<file path="config.mk">
export PLATFORM = sky130hd
export DESIGN_NAME = subtrator_serial_ctrl_flat
export DESIGN_NICKNAME = d
export VERILOG_FILES = /design/src/rtl/subtrator_serial_ctrl_if.sv /design/src/rtl/subtrator_serial_ctrl.sv /design/src/flat_wrapper.sv
export SDC_FILE = /design/constraint.sdc
export NUM_CORES = 1
export LEC_CHECK = 0
export CAP_MARGIN = 20
export CORE_ASPECT_RATIO = 1.2
export CORE_MARGIN = 1
export CORE_UTILIZATION = 45
export DETAILED_ROUTE_END_ITERATION = 8
export PLACE_DENSITY = 0.72
export SYNTH_ARGS = -nofsm -noshare
export SYNTH_HDL_FRONTEND = slang
export SYNTH_SLANG_ARGS = --single-unit
</file>
<file path="constraint.sdc">
create_clock -name clk -period 2.45 [get_ports clk]
set_input_delay 0.3675 -clock clk [delete_from_list [all_inputs] [get_ports clk]]
set_output_delay 0.3675 -clock clk [all_outputs]
set_load 0.1 [all_outputs]
</file>
<file path="src/rtl/subtrator_serial_ctrl_if.sv">
// Request/result bundle for the bit-serial subtractor controller.
// The V overflow flag exists only when SUBTRATOR_OVERFLOW_EN is defined.
interface subtrator_serial_ctrl_if #(
    parameter int WIDTH = 8
);
    logic             start;
    logic [WIDTH-1:0] A;
    logic [WIDTH-1:0] B;
    logic             BorrowIn;
    logic             busy;
    logic             done;
    logic [WIDTH-1:0] D;
    logic             BorrowOut;
`ifdef SUBTRATOR_OVERFLOW_EN
    logic             V;
`endif

    modport master (
        output start, A, B, BorrowIn,
        input  busy, done, D, BorrowOut
`ifdef SUBTRATOR_OVERFLOW_EN
        , input V
`endif
    );

    modport slave (
        input  start, A, B, BorrowIn,
        output busy, done, D, BorrowOut
`ifdef SUBTRATOR_OVERFLOW_EN
        , output V
`endif
    );
endinterface

</file>
<file path="src/rtl/subtrator_serial_ctrl.sv">
// Bit-serial D = A - B - BorrowIn using one full-subtractor cell, LSB first.
// Define SUBTRATOR_OVERFLOW_EN to add the two's-complement overflow output V.
module subtrator_serial_ctrl #(
    parameter int WIDTH = 8
) (
    input  logic                    clk,
    input  logic                    rst_n,
    subtrator_serial_ctrl_if.slave  bus
);
    localparam int CW = $clog2(WIDTH);
    localparam logic [CW-1:0] LAST = CW'(WIDTH - 1);

    typedef enum logic [1:0] {
        IDLE,
        RUN,
        DONE
    } state_t;

    state_t           r_state;
    logic [WIDTH-1:0] r_aShift;
    logic [WIDTH-1:0] r_bShift;
    logic [WIDTH-1:0] r_result;
    logic             r_borrow;
    logic [CW-1:0]    r_count;
    logic             r_busy;
    logic             r_done;
    logic [WIDTH-1:0] r_d;
    logic             r_borrowOut;

    logic             w_a;
    logic             w_b;
    logic             w_d;
    logic             w_bout;
    logic [WIDTH-1:0] w_resultNext;

    assign w_a          = r_aShift[0];
    assign w_b          = r_bShift[0];
    assign w_d          = w_a ^ w_b ^ r_borrow;
    assign w_bout       = (~w_a & w_b) | (~(w_a ^ w_b) & r_borrow);
    // Each difference bit enters at the MSB so the LSB lands at bit 0 after WIDTH shifts.
    assign w_resultNext = {w_d, r_result[WIDTH-1:1]};

`ifdef SUBTRATOR_OVERFLOW_EN
    logic r_aMsb;
    logic r_bMsb;
    logic r_v;

    always_ff @(posedge clk) begin
        if (!rst_n) begin
            r_aMsb <= 1'b0;
            r_bMsb <= 1'b0;
            r_v    <= 1'b0;
        end else if (r_state == IDLE && bus.start) begin
            r_aMsb <= bus.A[WIDTH-1];
            r_bMsb <= bus.B[WIDTH-1];
        end else if (r_state == RUN && r_count == LAST) begin
            r_v <= (r_aMsb != r_bMsb) && (w_d != r_aMsb);
        end
    end

    assign bus.V = r_v;
`endif

    always_ff @(posedge clk) begin
        if (!rst_n) begin
            r_state     <= IDLE;
            r_aShift    <= '0;
            r_bShift    <= '0;
            r_result    <= '0;
            r_borrow    <= 1'b0;
            r_count     <= '0;
            r_busy      <= 1'b0;
            r_done      <= 1'b0;
            r_d         <= '0;
            r_borrowOut <= 1'b0;
        end else begin
            case (r_state)
                IDLE: begin
                    if (bus.start) begin
                        r_aShift <= bus.A;
                        r_bShift <= bus.B;
                        r_borrow <= bus.BorrowIn;
                        r_count  <= '0;
                        r_busy   <= 1'b1;
                        r_state  <= RUN;
                    end
                end
                RUN: begin
                    r_aShift <= {1'b0, r_aShift[WIDTH-1:1]};
                    r_bShift <= {1'b0, r_bShift[WIDTH-1:1]};
                    r_result <= w_resultNext;
                    r_borrow <= w_bout;
                    r_count  <= r_count + CW'(1);
                    if (r_count == LAST) begin
                        r_d         <= w_resultNext;
                        r_borrowOut <= w_bout;
                        r_done      <= 1'b1;
                        r_state     <= DONE;
                    end
                end
                DONE: begin
                    r_done  <= 1'b0;
                    r_busy  <= 1'b0;
                    r_state <= IDLE;
                end
                default: begin
                    r_state <= IDLE;
                end
            endcase
        end
    end

    assign bus.busy      = r_busy;
    assign bus.done      = r_done;
    assign bus.D         = r_d;
    assign bus.BorrowOut = r_borrowOut;
endmodule

</file>
<file path="src/flat_wrapper.sv">
// flat-port wrapper written by rule: the top's interface ports become plain ports
module subtrator_serial_ctrl_flat 
#(
    parameter int WIDTH = 8
)
  (clk, rst_n, bus_start, bus_A, bus_B, bus_BorrowIn, bus_busy, bus_done, bus_D, bus_BorrowOut);
  subtrator_serial_ctrl_if #(.WIDTH(WIDTH)) bus_i ();
  input  logic clk;
  input  logic rst_n;
  input wire logic [$bits(bus_i.start)-1:0] bus_start;
  input wire logic [$bits(bus_i.A)-1:0] bus_A;
  input wire logic [$bits(bus_i.B)-1:0] bus_B;
  input wire logic [$bits(bus_i.BorrowIn)-1:0] bus_BorrowIn;
  output wire logic [$bits(bus_i.busy)-1:0] bus_busy;
  output wire logic [$bits(bus_i.done)-1:0] bus_done;
  output wire logic [$bits(bus_i.D)-1:0] bus_D;
  output wire logic [$bits(bus_i.BorrowOut)-1:0] bus_BorrowOut;
  assign bus_i.start = bus_start;
  assign bus_i.A = bus_A;
  assign bus_i.B = bus_B;
  assign bus_i.BorrowIn = bus_BorrowIn;
  assign bus_busy = bus_i.busy;
  assign bus_done = bus_i.done;
  assign bus_D = bus_i.D;
  assign bus_BorrowOut = bus_i.BorrowOut;
  subtrator_serial_ctrl #(.WIDTH(WIDTH)) u_core (.clk(clk), .rst_n(rst_n), .bus(bus_i));
endmodule
</file>
==> results.json <==
{
  "initial_core_util": 0.476,
  "cp.required_ns": 2.66,
  "period_needed_ns": 1.65,
  "cp.arrival_ns": 1.87,
  "cts_tree": "built",
  "clock.fmax_mhz": 605,
  "seq_power_share": 0.505,
  "root_buffer": "clkbuf_8",
  "final_area_mm2": 0.00211,
  "cpPeakStageDelay_ns": 0.83,
  "setup_tns_ns": 0,
  "dpl_worst_slack_ns": 0.507,
  "report.final.slew_viol_count": 0,
  "diodes": 0,
  "hold_viol_final": 0,
  "holdCritStartpoint": "u_core.bus.D[3]",
  "yosysSeqAreaShare": 0.459,
  "pwr-share-clk": 0.380,
  "worst_pin_slew_ns": 0.592,
  "antenna_found_initial": 0,
  "drt_iter0_drc": 52,
  "postRouteAntennaNets": 0,
  "avgViaCountPerCell": 5.32,
  "grt_usage": 0.180,
  "hold_path.class": "register to register",
  "status": "completed",
  "post_cts_buffers": 0,
  "power.internal_uw": 1050,
  "layout_commonest_cell": "dfxtp_1",
  "rsz0062_at_grt": "no",
  "vias": 1399,
  "cellLeakagePower_uw": 0.000866,
  "drive_above_1_share": 0.133,
  "grt.overflow.total": 0,
  "cts_sinks": 40,
  "syn_nets": 206,
  "grt_start_max_net_pins": 24,
  "core_area_mm2": 0.00366,
  "h-tree-depth": 2,
  "n_fill_cell": 338,
  "fp.dieH_um": 70.2,
  "drc_errors": 0,
  "cp_slowest_cell": "clkdlybuf4s50_1",
  "finalSetupViolations": 0,
  "most-common-layout-cells": "dfxtp_1, nand2_1, clkdlybuf4s50_1",
  "area_delta_synth_final_pct": 21.1,
  "yosysWarnings": 0,
  "grt_pass1_vias": 1324,
  "crit_type": "input pin to register",
  "syn_area_mm2": 0.00175,
  "end_kind": "register",
  "worstPathMaxFanout": 17,
  "start_kind": "input pin",
  "grt_pass1_wl_um": 5730,
  "gp_congestion": 0.755,
  "row_count": 24,
  "maxSlewHeadroom": 0.604,
  "clk_latency_ns": 0.29,
  "reg2reg_from": "u_core.r_count[0]",
  "dr.pass1.iters": 4,
  "cts_made_buffers": 5,
  "maxCapViolCount": 0,
  "power_density_mw_per_mm2": 651,
  "p_comb_frac": 0.115,
  "synth_cells": 183,
  "cts_buffer_depth": 2,
  "synthArstFlopShare": 0,
  "ys_seq_elements": 40,
  "crit_path_start": "rst_n",
  "switching_power_uw": 322,
  "synth_cell_type_count": 29,
  "cts.clk_slew.worst_paths_ns": 0.07,
  "irDropWorstVdd_v": 0.000735,
  "worst_slack_ns": 0.797,
  "worstPathCellList": "clkdlybuf4s50_1 -> o211ai_2 -> o21ai_0",
  "synth_ff_type": "dfxtp_1",
  "nNetsFinal": 233,
  "cts-resized-gates": 0,
  "synth_edf_count": 0,
  "min_period_over_period": 0.675,
  "placed_area_mm2": 0.00201,
  "avgSynthCellArea_um2": 9.54,
  "wl_per_cell_um": 12.8,
  "p_sw_frac": 0.234,
  "skew_ns": 0.00821,
  "finalWirelength_um": 3360,
  "die_area_mm2": 0.00413,
  "portBuffers": 30,
  "cts_hold_buf": 0,
  "fp.dieW_um": 58.9,
  "dp_hpwl_um": 2390,
  "io_pins": 31
}
## synthesized netlist by cell type, drive strengths merged (2+ instances only)
| cell type | count | area share |
|---|---|---|
| nand3 | 18 | 0.052 |
| clkbuf | 2 | 0.0043 |
| nor2b | 2 | 0.0072 |
| nand2 | 27 | 0.058 |
| mux2i | 15 | 0.086 |
| buf | 13 | 0.062 |
| o211ai | 16 | 0.072 |
| a21boi | 9 | 0.039 |
| ha | 2 | 0.014 |
| nor2 | 3 | 0.011 |
| dfxtp | 40 | 0.46 |
| o211a | 2 | 0.011 |
| inv | 4 | 0.0086 |
| o21ai | 20 | 0.057 |
## layer usage
layer	wire length (um)	vias up	GRT usage
met5	0	-	0
met4	49	0	0.0635
met3	135	5	0.0593
met2	1640	24	0.285
met1	1530	664	0.224
li1	-	706	-
## layout make-up
class	instances	area (um2)	share of cell area
Clock buffer	6	72.6	0.0343
Clock inverter	2	35.0	0.0166
Tap cell	52	65.1	0.0308
Sequential cell	40	801	0.379
Inverter	4	15.0	0.00710
Multi-Input combinational cell	124	815	0.385
Timing Repair Buffer	35	310	0.147
## power by group through the flow
stage          sequential (uW)  combinational [uW]  clock (uW)
6_report                   696                 158         523
5_1_grt                    699                 174         561
4_1_cts                    696                 159         535
3_5_place_dp               710                 159           0
3_3_place_gp               709                 154           0
2_1_floorplan              716                 106           0
## kinds of logic (layout without fill, tap and decap cells)
logic type | Yosys count | after routing | synth area share
adders and majority gates | 3 | 3 | 0.0258
AOI/OAI and AO/OA | 50 | 50 | 0.194
buffers and inverters | 19 | 47 | 0.0745
and+or+nand+nor | 56 | 56 | 0.161
muxes | 15 | 15 | 0.0860
DFF | 40 | 40 | 0.459
## critical path, delay by kind of cell
kind / cells / cell delay [ns]
AOI/OAI and AO/OA: 2 / 0.67
buffers and inverters: 1 / 0.83
## sequential cells by signal, indices dropped and copies added, names as in the netlist
signal                flops
u_core.bus.BorrowOut      1
u_core.bus.D              8
u_core.bus.busy           1
u_core.bus.done           1
u_core.r_aShift           8
u_core.r_bShift           8
u_core.r_borrow           1
u_core.r_count            3
u_core.r_result           7
u_core.r_state            2
## metrics by stage
step | total power, uW | hold slack, ns | cells | utilization
floorplan | 822 | 0.434 | 183 | -
global placement | 862 | 0.442 | 255 | 0.547
detailed placement | 869 | 0.445 | 255 | 0.547
CTS | 1390 | 0.456 | 263 | 0.577
global route | 1430 | 0.474 | 263 | 0.577
finish | 1380 | 0.453 | 263 | 0.577
## path summary, 6_finish.rpt
| kind | cells past startpoint | slack [ns] | end |
|---|---|---|---|
| worst max register to register | 5 | 1.07 | u_core.bus.BorrowOut |
| worst min register to register | 2 | 0.45 | u_core.bus.D[3] |
| worst max-delay path | 3 | 0.80 | u_core.r_aShift[2] |
| worst min-delay path | 2 | 0.45 | u_core.bus.D[3] |
(Power assumes the default switching activity.)
